===== config.mk =====
export PLATFORM = sky130hd
export DESIGN_NAME = background_rom_arbiter
export DESIGN_NICKNAME = d
export VERILOG_FILES = /design/src/rtl/background_rom_arbiter.sv
export SDC_FILE = /design/constraint.sdc
export NUM_CORES = 1
export LEC_CHECK = 0
export CORE_MARGIN = 1
export CORE_UTILIZATION = 35
export DETAILED_ROUTE_END_ITERATION = 10
export PLACE_DENSITY = 0.64
export REMOVE_ABC_BUFFERS = 1
export SYNTH_ARGS = -nofsm -noshare
export SYNTH_HDL_FRONTEND = slang
export SYNTH_SLANG_ARGS = --single-unit

===== constraint.sdc =====
create_clock -name vga_clk -period 2.8 [get_ports vga_clk]
set_input_delay 0.28 -clock vga_clk [delete_from_list [all_inputs] [get_ports vga_clk]]
set_output_delay 0.28 -clock vga_clk [all_outputs]
set_load 0.005 [all_outputs]

===== src/rtl/background_rom_arbiter.sv =====
// background_rom_arbiter: shares the background ROM read port between the
// VGA pixel fetch and NUM_REQ game-logic probes (display first in active video).
// Ports:
//   vga_clk, reset            pixel clock, async active-high reset
//   DrawX, DrawY, blank       display coordinates, 1 = active video
//   req_valid/req_x/req_y     probe requests (packed 10-bit coordinates)
//   req_ready                 one-hot grant
//   resp_valid/index/oob      probe response, two cycles after accept
//   rom_address, rom_q        ROM port (rom_q lags address by one cycle)
//   pixel_index, pixel_valid  display result, two cycles after sample
//   steal_count               saturating count of stolen display cycles
module background_rom_arbiter #(
    parameter int NUM_REQ  = 2,
    parameter int MAX_WAIT = 256
) (
    input  logic                    vga_clk,
    input  logic                    reset,
    input  logic [9:0]              DrawX,
    input  logic [9:0]              DrawY,
    input  logic                    blank,
    input  logic [NUM_REQ-1:0]      req_valid,
    input  logic [10*NUM_REQ-1:0]   req_x,
    input  logic [10*NUM_REQ-1:0]   req_y,
    output logic [NUM_REQ-1:0]      req_ready,
    output logic [NUM_REQ-1:0]      resp_valid,
    output logic [3:0]              resp_index,
    output logic                    resp_oob,
    output logic [18:0]             rom_address,
    input  logic [3:0]              rom_q,
    output logic [3:0]              pixel_index,
    output logic                    pixel_valid,
    output logic [15:0]             steal_count
);

    localparam int PW = (NUM_REQ > 1) ? $clog2(NUM_REQ) : 1;

    typedef enum logic [1:0] {
        OWN_DISP,
        OWN_STEAL,
        OWN_REQ
    } owner_e;

    logic [PW-1:0]      r_ptr;
    logic [15:0]        r_wait [NUM_REQ];
    logic [NUM_REQ-1:0] r_s1_valid;
    logic               r_s1_oob;
    owner_e             r_s1_owner;
    logic               r_s1_blank;

    logic [9:0]         w_x [NUM_REQ];
    logic [9:0]         w_y [NUM_REQ];
    logic [18:0]        w_addr [NUM_REQ];
    logic [NUM_REQ-1:0] w_inrange;
    logic [NUM_REQ-1:0] w_starved;
    logic [NUM_REQ-1:0] w_oob_pend;
    logic [NUM_REQ-1:0] w_cand;
    logic [18:0]        w_disp_addr;
    owner_e             w_owner;
    logic               w_found;
    logic [PW-1:0]      w_win;
    logic               w_use_rom;

    for (genvar i = 0; i < NUM_REQ; i++) begin : g_port
        assign w_x[i]        = req_x[10*i +: 10];
        assign w_y[i]        = req_y[10*i +: 10];
        assign w_inrange[i]  = (w_x[i] < 10'd640) && (w_y[i] < 10'd480);
        assign w_addr[i]     = 19'(w_y[i]) * 19'd640 + 19'(w_x[i]);
        assign w_oob_pend[i] = req_valid[i] && !w_inrange[i];
        // Only in-range ports can starve: OOB ports never need the ROM.
        assign w_starved[i]  = (MAX_WAIT != 0) && req_valid[i] &&
                               w_inrange[i] &&
                               (32'(r_wait[i]) >= 32'(MAX_WAIT));
    end

    assign w_disp_addr = 19'(DrawY) * 19'd640 + 19'(DrawX);

    // Cycle owner and the set of ports allowed to compete this cycle.
    always_comb begin
        w_owner = OWN_REQ;
        w_cand  = req_valid;
        if (blank) begin
            if (|w_starved) begin
                w_owner = OWN_STEAL;
                w_cand  = w_starved;
            end else begin
                w_owner = OWN_DISP;
                w_cand  = w_oob_pend;
            end
        end
    end

    // Round-robin search starting just after the last granted port.
    always_comb begin
        w_found = 1'b0;
        w_win   = '0;
        for (int k = 1; k <= NUM_REQ; k++) begin
            if (!w_found && w_cand[(int'(r_ptr) + k) % NUM_REQ]) begin
                w_found = 1'b1;
                w_win   = PW'((int'(r_ptr) + k) % NUM_REQ);
            end
        end
    end

    always_comb begin
        req_ready = '0;
        for (int i = 0; i < NUM_REQ; i++) begin
            req_ready[i] = w_found && (w_win == PW'(i));
        end
    end

    assign w_use_rom = w_found && w_inrange[w_win];

    always_comb begin
        rom_address = w_disp_addr;
        if (reset) begin
            rom_address = '0;
        end else if (w_use_rom) begin
            rom_address = w_addr[w_win];
        end
    end

    always_ff @(posedge vga_clk or posedge reset) begin
        if (reset) begin
            r_ptr       <= PW'(NUM_REQ - 1);
            for (int i = 0; i < NUM_REQ; i++) begin
                r_wait[i] <= '0;
            end
            r_s1_valid  <= '0;
            r_s1_oob    <= 1'b0;
            r_s1_owner  <= OWN_REQ;
            r_s1_blank  <= 1'b0;
            resp_valid  <= '0;
            resp_index  <= '0;
            resp_oob    <= 1'b0;
            pixel_index <= '0;
            pixel_valid <= 1'b0;
            steal_count <= '0;
        end else begin
            if (w_found) begin
                r_ptr <= w_win;
            end
            for (int i = 0; i < NUM_REQ; i++) begin
                if (!req_valid[i] || req_ready[i]) begin
                    r_wait[i] <= '0;
                end else if (r_wait[i] != 16'hFFFF) begin
                    r_wait[i] <= r_wait[i] + 16'd1;
                end
            end
            if (w_owner == OWN_STEAL && steal_count != 16'hFFFF) begin
                steal_count <= steal_count + 16'd1;
            end

            // Stage 1: who owns the ROM data arriving next cycle.
            r_s1_valid <= req_ready;
            r_s1_oob   <= w_found && !w_inrange[w_win];
            r_s1_owner <= w_owner;
            r_s1_blank <= blank;

            // Stage 2: route rom_q; a stolen slot keeps the old pixel.
            resp_valid  <= r_s1_valid;
            resp_oob    <= (|r_s1_valid) && r_s1_oob;
            resp_index  <= ((|r_s1_valid) && !r_s1_oob) ? rom_q : 4'd0;
            pixel_valid <= r_s1_blank;
            if (r_s1_owner == OWN_DISP) begin
                pixel_index <= rom_q;
            end
        end
    end

endmodule

**Word-level counts from Yosys, hierarchy flattened**

Index checks and enable logic that the tools add are counted.

- Logic and storage cells: 98
- Input bits: 69
- Bits in registers: 67
- Output and inout bits: 49

- Bitwise gates (word level): 4
- $add $sub $neg: 8
- Order comparisons: 10
- Reductions and logical operators: 30
- $mul: 3
- Muxes and demuxes: 26
- Eq/ne operators: 4

Operators with widths:

| kind | number |
|---|---|
| 2-to-1 mux 19 bit | 5 |
| 2-to-1 mux 16 bit | 4 |
| adder 19 x 10 -> 19 bit | 3 |
| adder 16 x 1 -> 16 bit (second input constant) | 3 |
| inequality test 16 bit (second input constant) | 3 |
| multiplier 10 x 3 -> 12 bit (second input constant) | 3 |
| >= comparator 16 x 9 -> 1 bit (second input constant) | 2 |
| less-than comparator 10 bit (second input constant) | 2 |
| less-than comparator 10 x 9 -> 1 bit (second input constant) | 2 |
| logical AND 1 bit | 16 |
| 2-to-1 mux 1 bit | 13 |
| zero test 1 bit | 7 |
| less-than comparator 2 x 3 -> 1 bit (second input constant) | 2 |
| 2-to-1 mux 2 bit | 3 |
| 2-to-1 mux 4 bit | 1 |
| nonzero test 2 bit | 2 |
| OR reduction 2 bit | 2 |
| adder 1 bit (second input constant) | 2 |
| bitwise AND 1 bit (first input constant) | 2 |
| == test 2 x 1 -> 1 bit (second input constant) | 1 |
| >= comparator 2 bit (second input constant) | 1 |
| zero test 2 bit | 1 |
| logical OR 1 bit | 2 |
| less-than comparator 1 x 2 -> 1 bit (second input constant) | 1 |
| 2 further kinds | 2 |

**Depth between registers and ports, before layout**

Gate-level depths: netlist of the first run.

- Depth in word-level cells: 20
- Gate-level depth with buffers: 10
- Mapped depth without buffers: 10

**Worst setup path after synthesis of the first run**

Ideal clock, no wire load.

- Path type: input port to output port
- Start: in DrawY[1]
- End: out rom_address[18]
- Cell stages on the path: 10
- Arrival time: 2.841 ns
- Path buffers: 0
- Required time: 2.520 ns
- Setup slack: -0.321 ns
- Cells stage by stage: ha_1 > ha_1 > fa_1 > a211o_1 > and2_1 > nor4_2 > nand3_1 > a2111oi_0 > o31ai_1 > a221oi_1

- Word-level cells in the longest chain between the ends: 4

RTL lines:

| element | RTL line | RTL |
|---|---|---|
| start: declaration | 19 | `input logic [9:0] DrawY,` |
| multiplier 10 x 3 -> 12 bit | 75 | `assign w_disp_addr = 19'(DrawY) * 19'd640 + 19'(DrawX);` |
| adder 19 x 10 -> 19 bit | 75 |  |
| 2-to-1 mux 19 bit | 117 | `end else if (w_use_rom) begin` |
| 2-to-1 mux 19 bit | 115 | `if (reset) begin` |
| end: declaration | 28 | `output logic [18:0] rom_address,` |

Every way passes these cells.

**Worst setup path in the final report of the first run**

- Start: in req_y[1]
- End: out rom_address[17]

- Word-level cells in the longest chain between the ends: 20
- Elaborated cells between the ends (all ways): 32
- Classes of those cells: 1 x add/sub; 1 x mul; 1 x order compare; 19 x mux; 1 x bitwise; 9 x reduce/logical

RTL lines:

| element | RTL line | RTL |
|---|---|---|
| start: declaration | 23 | `input logic [10*NUM_REQ-1:0] req_y,` |
| branches (longest 18 deep; another with adder 19 x 10 -> 19 bit) | -- |  |
| 2-to-1 mux 19 bit * | 117 |  |
| 2-to-1 mux 19 bit * | 115 |  |

Mark *: on every way between the ends. The select of a mux whose other input is x is not followed.

==> impl_summary.log, run 1 <==
[metrics] post-synthesis area per instance: ~9.3 um2
[metrics] Total Die Area: ~0.017 mm2
[metrics] synthesis warning total: 0
[metrics] maximum net fanout on the critical path: 3
[metrics] Routed WL per cell: roughly 16 um
[metrics] count of routing violations after the opening detailed-route iteration: between 200 and 300
[metrics] total power after layout: 4.04 mW
[metrics] global-route wire length before repair: between 20000 and 30000 um
[metrics] die extent in y: ~130 um
[metrics] startpoint type of the worst setup path: input port
[metrics] Placeable Area: 0.0159 mm2
[metrics] worst slew pin tran: ~840 ps
[metrics] count of antenna-violating nets left after detailed routing: 0
[metrics] count of final setup violators: 19
[metrics] required time of the worst setup path: roughly 2500 ps
[metrics] Reg clk slew, reported paths: about 50 ps
[metrics] source-to-sink clock delay at the later pin of the worst-skew pair: around 330 ps
[metrics] violations in the final reports: setup timing
[metrics] Num CTS Buffers: 9
[metrics] RSZ-0062 raised after global routing: yes
[metrics] path category of the worst min-delay check: in -> reg
[metrics] vias per std cell: between 5 and 6
[metrics] sequential standard cell area: about 0.0017 mm2
[metrics] first-pass iteration count of the detailed router: 4
[metrics] post-placement cell area: 0.00830 mm2
[metrics] sum of net half-perimeters after detailed placement: 12300 um
[metrics] leakage: roughly 4.5 nW
[metrics] setup slack after placement: -1560 ps
[metrics] number of distinct standard cells referenced by the synthesized netlist: 66
[metrics] starting utilization of the core area: 36.1%
[metrics] critical path type: in -> out
[metrics] start point of the worst min-delay path: blank
[metrics] utilization after layout: around 62%
[metrics] largest net degree at the start of global routing: roughly 70
[metrics] max-slew violations: 0
[metrics] commonest cells after routing, fill and taps aside: buf_4 (179), nor2_1 (77), dfrtp_1 (65)
[metrics] number of antenna violations at the first check in global routing: 1
[metrics] flop-to-flop setup slack: between 100 and 150 ps
[metrics] part of the Yosys area used for sequential elements: 29.2%
[metrics] wire length after detailed routing: ~18000 um
[metrics] worst vdd rail ir drop: about 0.00039 V
[metrics] CTS tree: done
[metrics] buffer cell driving the clock tree root: clkbuf_16
[metrics] Max Buffers Root-to-Sink: 2
[metrics] Synth Register Bits: 67
[metrics] Top Ports: around 120
[metrics] most frequent standard cell in the layout excluding fill and tap cells: buf_4
[metrics] total track usage: 21.4%
[metrics] post-synthesis instance area: 0.00575 mm2
[metrics] P per Cell Area: just over 400 mW/mm2
[metrics] Nets: 1087
[metrics] run status: finished, violations left
[metrics] GP Congestion: between 0.8 and 0.9
[metrics] endpoint of the worst-slack reg-to-reg timing path: r_ptr$_DFFE_PP1P_
[metrics] EDFF count, synth: 0
[metrics] commonest register cell after synthesis: dfrtp_1
[metrics] number of sinks on the clock net: 67
[metrics] Final Hold Violating Endpoints: 0
[metrics] reg-to-reg startpoint: r_wait[27]$_DFFE_PP0P_
[metrics] clk_skew: around 5.7 ps
[metrics] buffers added on ports: 117
[metrics] area added between synthesis and finish: 70.7%
[metrics] proportion of layout cells with a drive suffix above 1: 43.0%
[metrics] Max Cap Violations: 0
[metrics] CP Capture Type: output pin
[metrics] area occupied by multi-input gates: about 0.0047 mm2
[metrics] Die Wd: ~130 um
[metrics] final global-route overflow total: 0
[metrics] arrival time worst endpoint: 2990 ps
[metrics] fill cell count: 1284
[metrics] number of cells on the worst reg-to-reg path: 18
[metrics] cts-stage hold buffer count: 0
[metrics] Worst Setup Slack, final: -474 ps
[metrics] proportion of synthesized flip-flops having asynchronous set or reset: 100%
[metrics] floorplan row count: between 40 and 50
[metrics] setup_tns: -4990 ps
[metrics] peak clock frequency supported by timing: ~310 MHz
[metrics] Max H-tree Level: 3
[metrics] Non-Filler Cell Area, Final: 0.00982 mm2
[metrics] endpoint of the worst hold-timing path: r_s1_blank$_DFF_PP0_
[metrics] residual DRC count: 0
[metrics] worst slew margin relative to its limit: between 40% and 50%
[metrics] post-layout min period: around 3300 ps
[metrics] post-route clock period utilization: 117%
[metrics] hold path depth: 2
[metrics] number of global-route vias before repair: around 6.2k
[metrics] vias: ~5.9k
[metrics] Mapped Cells: approximately 620
==> how the worst max path moves through the flow <==
stage	start	endpoint	slack [ps]	depth (start not counted)
after global placement	DrawY[1]	rom_address[18]	-1470	14
final	req_y[1]	rom_address[17]	-470	14
after floorplan	r_wait[10]$_DFFE_PP0P_	rom_address[18]	-480	7
after global routing	req_y[1]	rom_address[17]	-580	14
after detailed placement	DrawY[1]	rom_address[18]	-1560	14
after CTS	DrawY[3]	rom_address[16]	-420	14
==> logic make-up after synthesis <==
| kind of cell | after synthesis | share of synthesized area (%) |
|---|---|---|
| simple gates | 251 | 22.1 |
| compound gates | 108 | 15.4 |
| flops | 67 | 29.2 |
| mux | 21 | 3.98 |
| buf+inv | 33 | 2.33 |
| xor+xnor | 74 | 11.5 |
| fa+ha+maj | 68 | 15.6 |
==> cell usage after synthesis (5+ instances only) <==
library cell	instances	share of area [%]
a21o_1	6	0.78
nor3_1	17	1.5
xor2_1	40	6.1
a21oi_1	21	1.8
nand3_1	23	2.0
and4_1	8	1.2
buf_2	6	0.52
dfrtp_1	65	28
nand4_1	22	2.4
or3_1	7	0.76
o21ai_0	12	1.0
mux2i_1	15	2.6
inv_1	17	1.1
o211ai_1	5	0.65
o21a_1	5	0.65
clkbuf_1	8	0.52
ha_1	62	13
a211oi_2	14	3.0
fa_1	6	2.1
nor3b_1	5	0.65
a211o_1	6	0.91
xnor2_1	33	5.0
nand2_1	40	2.6
nor2_1	89	5.8
nor2b_1	6	0.65
and2_1	9	0.98
mux2_2	5	0.98
==> where the power goes <==
part	leakage, nW	switching, mW	total (mW)	internal [mW]
combinational	3.49	0.859	1.89	1.03
clock	0.137	0.411	1.12	0.710
sequential	0.888	0.0224	1.03	1.01
total	4.51	1.29	4.04	2.74
==> repair_timing <==
action / 4_1_cts / 5_1_grt
gates cloned: 1 / 1
endpoints found under the setup margin: 21 / 22
gates resized for setup: 297 / 81
buffers inserted: 55 / 16
pin swaps: 93 / 42
==> area by class of cell <==
class / count / share of cell area [%]
Clock buffer: 10 / 2.43
Antenna cell: 2 / 0.0509
Multi-Input combinational cell: 522 / 47.9
Timing Repair Buffer: 331 / 28.3
Clock inverter: 6 / 0.662
Sequential cell: 67 / 17.1
Tap cell: 216 / 2.75
Inverter: 19 / 0.777
==> stage by stage <==
stage	hold WS [ps]	instances
detailed placement	357	1094
floorplan	311	608
global placement	336	1094
CTS	369	1164
finish	249	1173
global route	244	1171
==> registers in the layout, indices dropped and copies added (netlist names) <==
signal	cells
r_wait	32
pixel_valid	1
pixel_index	4
r_ptr	1
r_s1_oob	1
resp_index	4
resp_valid	2
r_s1_owner	2
steal_count	16
r_s1_valid	2
resp_oob	1
r_s1_blank	1
==> worst max-delay path: stages <==
cell	delay, ps
buf_6	100
ha_4	240
ha_4	160
fa_2	370
a211oi_4	340
nor2_4	90
o31ai_4	240
buf_4	170
buf_6	80
nand4_1	90
o211ai_1	250
o211ai_2	170
a21oi_2	240
buf_2	150
==> per-layer routing <==
layer	GRT usage, %	wire (um)	vias up
met5	0	0	-
met3	2.83	591	30
met4	7.25	394	0
met2	40.2	9650	123
met1	24.8	7670	2865
li1	-	-	2925
(Power assumes the default switching activity.)
==> run 2, diff against run 1 <==
SKIP_LAST_GASP = 1   (was not set)
==> run 2 against run 1 <==
  * The flow still finishes with violations (setup timing)
  * Maximum frequency shrank 3.6%
  * Clock skew shrank 1.3 ps
  * Critical path depth unchanged
  * Die area unchanged
  * First-iteration DRC count increased by 4.1%
  * Critical path type unchanged
  * Largest cell class unchanged
  * Highest routed layer unchanged
==> impl_summary.log, run 2 (synthesis gave the netlist of run 1 again) <==
[metrics] run status: finished, violations left
[metrics] violations in the final reports: setup timing
[metrics] utilization after layout: about 62%
[metrics] number of global-route vias before repair: around 6.2k
[metrics] number of sinks on the clock net: 67
[metrics] critical path type: in -> out
[metrics] Die Wd: between 100 and 150 um
[metrics] source-to-sink clock delay at the later pin of the worst-skew pair: around 330 ps
[metrics] wire length after detailed routing: 18700 um
[metrics] first-pass iteration count of the detailed router: 5
[metrics] starting utilization of the core area: a little over a third
[metrics] path category of the worst min-delay check: in -> reg
[metrics] biggest regs: r_wait: 32 flops, steal_count: 16 flops
[metrics] sum of net half-perimeters after detailed placement: about 12000 um
[metrics] Top Ports: 118
[metrics] sequential share of power: roughly a quarter
[metrics] Max Buffers Root-to-Sink: 2
[metrics] floorplan row count: 46
[metrics] area occupied by multi-input gates: approximately 0.0047 mm2
[metrics] flip-flop count of the largest register after layout: 32
[metrics] commonest cells after routing, fill and taps aside: buf_4 (182), nor2_1 (77), dfrtp_1 (65)
[metrics] cell count after placement: about 1.1k
[metrics] count of antenna-violating nets left after detailed routing: 0
[metrics] GP Congestion: ~0.83
[metrics] die extent in y: approximately 130 um
[metrics] setup_tns: -5200 ps
[metrics] Max H-tree Level: 3
[metrics] peak clock frequency supported by timing: between 200 and 300 MHz
[metrics] Max Cap Violations: 0
[metrics] most frequent standard cell in the layout excluding fill and tap cells: buf_4
[metrics] startpoint type of the worst setup path: input port
[metrics] worst slew margin relative to its limit: ~44%
[metrics] Most flops, register: r_wait
[metrics] total track usage: between 20% and 30%
[metrics] Combinational Power Share: between 40% and 50%
[metrics] residual DRC count: 0
[metrics] buffers added on ports: roughly 120
[metrics] Nets: 1090
[metrics] post-route clock period utilization: 121%
[metrics] arrival time worst endpoint: between 3000 and 4000 ps
[metrics] Routed WL per cell: around 16 um
[metrics] Reg clk slew, reported paths: around 50 ps
[metrics] fill cell count: about 1.3k
[metrics] number of antenna violations at the first check in global routing: 1
[metrics] RSZ-0062 raised after global routing: yes
[metrics] Switch Pwr: 1.31 mW
[metrics] max-slew violations: 0
[metrics] sequential standard cell area: around 0.0017 mm2
[metrics] maximum net fanout on the critical path: 3
[metrics] buffer cell driving the clock tree root: clkbuf_16
[metrics] worst vdd rail ir drop: 0.000382 V
[metrics] internal power component: 2.76 mW
[metrics] Final Hold Violating Endpoints: 0
[metrics] P per Cell Area: ~400 mW/mm2
[metrics] Total Die Area: 0.0170 mm2
[metrics] Num CTS Buffers: 9
[metrics] worst slew pin tran: ~840 ps
[metrics] leakage: around 4.5 nW
[metrics] count of final setup violators: 19
[metrics] Worst Setup Slack, final: -595 ps
[metrics] area added between synthesis and finish: 71.5%
[metrics] vias per std cell: 5.13
[metrics] required time of the worst setup path: 2520 ps
[metrics] power share of the clock group: 27.6%
[metrics] post-layout min period: about 3400 ps
[metrics] largest net degree at the start of global routing: 68
[metrics] CP Capture Type: output pin
[metrics] CTS tree: done
[metrics] global-route wire length before repair: ~28000 um
[metrics] final global-route overflow total: 0
[metrics] vias: roughly 6.0k
[metrics] net switching fraction of the power: approximately 32%
[metrics] smallest hold slack: 246 ps
[metrics] final non-filler cell total: around 1.2k
[metrics] Placeable Area: 0.0159 mm2
[metrics] count of routing violations after the opening detailed-route iteration: between 200 and 300
[metrics] setup slack after placement: -1560 ps
[metrics] proportion of layout cells with a drive suffix above 1: about 43%
[metrics] clk_skew: ~4.4 ps
==> run 2: final timing paths <==
kind | end | cells past startpoint | slack, ps | from
max | rom_address[17] | 14 | -600 | req_y[1]
min | r_s1_blank$_DFF_PP0_ | 2 | 250 | blank
max reg2reg | r_ptr$_DFFE_PP1P_ | 17 | 200 | r_wait[27]$_DFFE_PP0P_
min reg2reg | pixel_valid$_DFF_PP0_ | 0 | 360 | r_s1_blank$_DFF_PP0_
max in group asynchronous | resp_index[3]$_DFF_PP0_ | 3 | 1540 | reset
min in group asynchronous | steal_count[0]$_DFFE_PP0P_ | 3 | 700 | reset
==> run 2: what timing repair did <==
| item | 4_1_cts | 5_1_grt |
|---|---|---|
| hold buffers | 0 | 0 |
| gates cloned | 1 | 1 |
| resized for setup | 285 | 97 |
| endpoints found under the setup margin | 21 | 22 |
| buffers inserted | 55 | 19 |
| pin swaps | 93 | 48 |
==> run 2: area by class of cell <==
| class | count | share of cell area (%) |
|---|---|---|
| multi-input combinational | 522 | 47.9 |
| timing repair buffer | 334 | 28.4 |
| sequential | 67 | 17.0 |
| tap | 216 | 2.74 |
| clock buffer | 10 | 2.42 |
| inverter | 19 | 0.773 |
| clock inverter | 6 | 0.659 |
| antenna | 1 | 0.0254 |
==> run 2: power by group through the flow <==
stage | clock, mW | combinational, mW | sequential [mW]
final | 1.12 | 1.91 | 1.03
after global routing | 1.19 | 2.05 | 1.03
after CTS | 1.14 | 1.74 | 1.03
after detailed placement | 0 | 1.45 | 1.05
after global placement | 0 | 1.42 | 1.04
after floorplan | 0 | 0.730 | 1.05
==> run 2: critical path: stages <==
cell	delay [ps]
buf_8	100
ha_4	240
ha_4	160
fa_2	380
a211oi_4	370
nor2_4	90
o31ai_4	250
buf_6	150
buf_6	80
nand4_1	160
or4_4	480
o211ai_2	110
a21oi_2	110
buf_2	140
==> run 2: per-stage QoR <==
| stage | cell area (um2) | power [mW] |
|---|---|---|
| finish | 9870 | 4.06 |
| CTS | 9570 | 3.92 |
| global route | 9870 | 4.28 |
| global placement | 8300 | 2.46 |
| detailed placement | 8300 | 2.49 |
| floorplan | 5690 | 1.78 |
==> run 2: metal layers <==
layer	vias to the layer above	GRT usage (%)	part of all wire, %	wire length (um)
li1	2936	-	-	-
met1	2925	24.3	40	7580
met2	137	39.4	54	10000
met3	35	3.16	3.6	667
met4	0	7.18	2.4	445
met5	-	0	0	0
==> run 3, diff against run 2 <==
ABC_AREA = 1   (was not set)
==> run 3 against run 2 <==
  * The flow still finishes with violations (setup timing)
  * Via count up 10%
  * Largest cell class unchanged
  * Sequential power about the same
  * Clock power up 4%
  * Die area up 6.1%
  * Combinational power down 9%
  * Clock-buffer cell count unchanged
  * Sequential cell count unchanged
  * Non-clock buffer count down 39
  * Maximum frequency up 17%
  * Worst hold slack better by 66 ps
  * Synthesized area up 6.2%
  * Highest routed layer unchanged
  * Power down 3.7%
==> impl_summary.log, run 3 <==
[metrics] run status: finished, violations left
[metrics] violations in the final reports: setup timing
[metrics] cell taking the most area after synthesis: dfrtp_1
[metrics] number of antenna violations at the first check in global routing: 0
[metrics] global-route wire length before repair: slightly below 30000 um
[metrics] commonest cells after routing, fill and taps aside: nand2_1 (206), buf_4 (161), inv_1 (98)
[metrics] Total Die Area: between 0.015 and 0.02 mm2
[metrics] Post-synth top cells: nand2_1 (229), inv_1 (103), nor2_1 (99), nand3_1 (67), dfrtp_1 (65)
[metrics] arrival time worst endpoint: ~2600 ps
[metrics] most frequent CP cell: nand2_1
[metrics] part of the Yosys area used for sequential elements: between 20% and 30%
[metrics] number of global-route vias before repair: between 6k and 7k
[metrics] number of sinks on the clock net: between 60 and 70
[metrics] total track usage: 20.4%
[metrics] internal power component: around 2.6 mW
[metrics] Final Hold Violating Endpoints: 0
[metrics] floorplan row count: 47
[metrics] flip-flop count of the largest register after layout: 32
[metrics] die extent in y: 134 um
[metrics] buffer cell driving the clock tree root: clkbuf_16
[metrics] commonest register cell after synthesis: dfrtp_1
[metrics] most frequent standard cell in the layout excluding fill and tap cells: nand2_1
[metrics] largest net degree at the start of global routing: slightly below 70
[metrics] detailed-routed wire length on met2: about 8800 um
[metrics] final non-filler cell total: 1388
[metrics] Max H-tree Level: 3
[metrics] vias: 6647
[metrics] Worst Setup Slack, final: -113 ps
[metrics] Combinational Power Share: 44.1%
[metrics] worst slew pin tran: about 850 ps
[metrics] CTS tree: done
[metrics] count of antenna-violating nets left after detailed routing: 0
[metrics] sequential share of power: 26.3%
[metrics] P per Cell Area: 396 mW/mm2
[metrics] antenna diode instance count: 0
[metrics] power share of the clock group: about 30%
[metrics] worst vdd rail ir drop: between 0.0003 and 0.0004 V
[metrics] path category of the worst min-delay check: in -> reg
[metrics] post-layout min period: ~2900 ps
[metrics] most repeated cell in the gate-level netlist after synthesis: nand2_1
[metrics] maximum net fanout on the critical path: 2
[metrics] proportion of layout cells with a drive suffix above 1: between 30% and 40%
[metrics] Reg clk slew, reported paths: about 50 ps
[metrics] max-slew violations: 0
[metrics] EDFF count, synth: 0
[metrics] final global-route overflow total: 0
[metrics] Yosys top cell area share: 26.6%
[metrics] Nets: approximately 1.3k
[metrics] clk_skew: 6.30 ps
[metrics] Max Buffers Root-to-Sink: 2
[metrics] wl on met1: between 7000 and 8000 um
[metrics] critical path cell sequence: buf_8 > ha_4 > ha_4 > fa_2 > nand2_2 > nor2_1 > nand2_1 > a21oi_2 > nand3_2 > nor2_4 > buf_4 > nand4_1 > nand3_2 > nand2_2 > nand2_1 > nand2_1 > nor2_2 > buf_2
[metrics] count of routing violations after the opening detailed-route iteration: 214
[metrics] area added between synthesis and finish: 61.6%
[metrics] setup slack after placement: -1150 ps
[metrics] post-route clock period utilization: 104%
[metrics] GP Congestion: 0.870
[metrics] sum of net half-perimeters after detailed placement: 13300 um
[metrics] critical path type: in -> out
[metrics] starting utilization of the core area: approximately 36%
[metrics] ranking of synthesized cells by area: dfrtp_1 (27%), nand2_1 (14%), ha_1 (13%), inv_1 (6.3%), nor2_1 (6.1%)
[metrics] Max Cap Violations: 0
[metrics] RSZ-0062 raised after global routing: yes
[metrics] leakage: 4.79 nW
[metrics] startpoint type of the worst setup path: input port
[metrics] Switch Pwr: about 1.3 mW
[metrics] biggest regs: r_wait: 32 flops, steal_count: 16 flops
[metrics] Synth Register Bits: between 60 and 70
[metrics] CP Capture Type: output pin
[metrics] wire length after detailed routing: 17800 um
[metrics] largest incremental delay on the critical path: 540 ps
[metrics] post-synthesis area per instance: around 7 um2
[metrics] source-to-sink clock delay at the later pin of the worst-skew pair: 330 ps
[metrics] peak clock frequency supported by timing: 343 MHz
[metrics] Mapped Cells: 869
[metrics] required time of the worst setup path: ~2500 ps
[metrics] vias per std cell: about 4.8
[metrics] Routed WL per cell: around 13 um
[metrics] post-synthesis instance area: around 0.006 mm2
[metrics] Top Ports: 118
[metrics] cell count after placement: around 1.3k
[metrics] proportion of synthesized flip-flops having asynchronous set or reset: between 90% and 100%
[metrics] number of distinct standard cells referenced by the synthesized netlist: 39
[metrics] detailed-routed wire length on met3: around 710 um
[metrics] net switching fraction of the power: 33.4%
[metrics] buffers added on ports: between 100 and 150
[metrics] crit path max-delay cell type: fa_2
[metrics] worst slew margin relative to its limit: a little over two fifths
[metrics] count of final setup violators: 3
[metrics] Most flops, register: r_wait
[metrics] Die Wd: 134 um
[metrics] Placeable Area: approximately 0.017 mm2
[metrics] Num CTS Buffers: 9
[metrics] residual DRC count: 0
[metrics] first-pass iteration count of the detailed router: 4
[metrics] top layer in use: met4
[metrics] synthesis warning total: 0
## run 3: worst paths after layout
path | startpoint | end | slack [ps] | cells past startpoint
min in group asynchronous | reset | r_wait[31]$_DFFE_PP0P_ | 740 | 3
worst min-delay path | blank | r_s1_blank$_DFF_PP0_ | 310 | 1
worst min register to register | r_s1_blank$_DFF_PP0_ | pixel_valid$_DFF_PP0_ | 350 | 0
worst max-delay path | req_y[13] | rom_address[18] | -110 | 18
worst max register to register | r_wait[13]$_DFFE_PP0P_ | r_wait[15]$_DFFE_PP0P_ | 600 | 15
max in group asynchronous | reset | r_s1_blank$_DFF_PP0_ | 1490 | 3
## run 3: timing repair
action                     CTS  global route
buffers inserted            40            18
pin swaps                   74            69
hold buffers                 0             0
setup endpoints to repair   21            20
gates cloned                 1             0
resized for setup          237           102
hold endpoints to repair     0             0
## run 3: worst max-delay path: cells and delay by family
kind | cells | cell delay [ps]
fa+ha+maj | 3 | 930
simple gates | 11 | 900
buf+inv | 3 | 340
compound gates | 1 | 170
## run 3: cell type report
| cell class | instances | area [um2] |
|---|---|---|
| clock buffers | 10 | 239 |
| clock inverters | 6 | 72.6 |
| fillers | 1535 | 6950 |
| inverters | 107 | 407 |
| multi-input cells | 683 | 4760 |
| flip-flops and latches | 67 | 1680 |
| well taps | 220 | 275 |
| repair buffers | 295 | 2430 |
## run 3: cells by family after synthesis
family | share of synthesized area, %
fa+ha+maj | 14.7
xor+xnor | 6.74
flops | 27.5
buf+inv | 7.99
compound gates | 8.50
simple gates | 34.6
## run 3: through the flow
| step | total power, mW | setup TNS (ps) | instance area (um2) | util [%] | hold slack (ps) |
|---|---|---|---|---|---|
| after floorplan | 1.76 | 0 | 6020 | - | 311 |
| after global placement | 2.45 | -10530 | 8480 | 50.4 | 338 |
| after detailed placement | 2.47 | -11080 | 8480 | 50.4 | 342 |
| after CTS | 3.86 | -385 | 9630 | 57.3 | 316 |
| after global routing | 4.18 | -996 | 9870 | 58.7 | 328 |
| final | 3.91 | -222 | 9870 | 58.7 | 312 |
## run 3: metal layers
layer,vias to the layer above,GRT usage (%)
met1,3048,24.7
li1,3433,-
met2,137,36.3
met3,29,2.76
met4,0,8.36
met5,-,0
## run 3: power groups by stage
| stage | clock network [mW] | logic [mW] | registers [mW] |
|---|---|---|---|
| final | 1.16 | 1.73 | 1.03 |
| after global placement | 0 | 1.41 | 1.05 |
| after global routing | 1.22 | 1.92 | 1.03 |
| after floorplan | 0 | 0.716 | 1.05 |
| after CTS | 1.18 | 1.65 | 1.03 |
| after detailed placement | 0 | 1.43 | 1.05 |
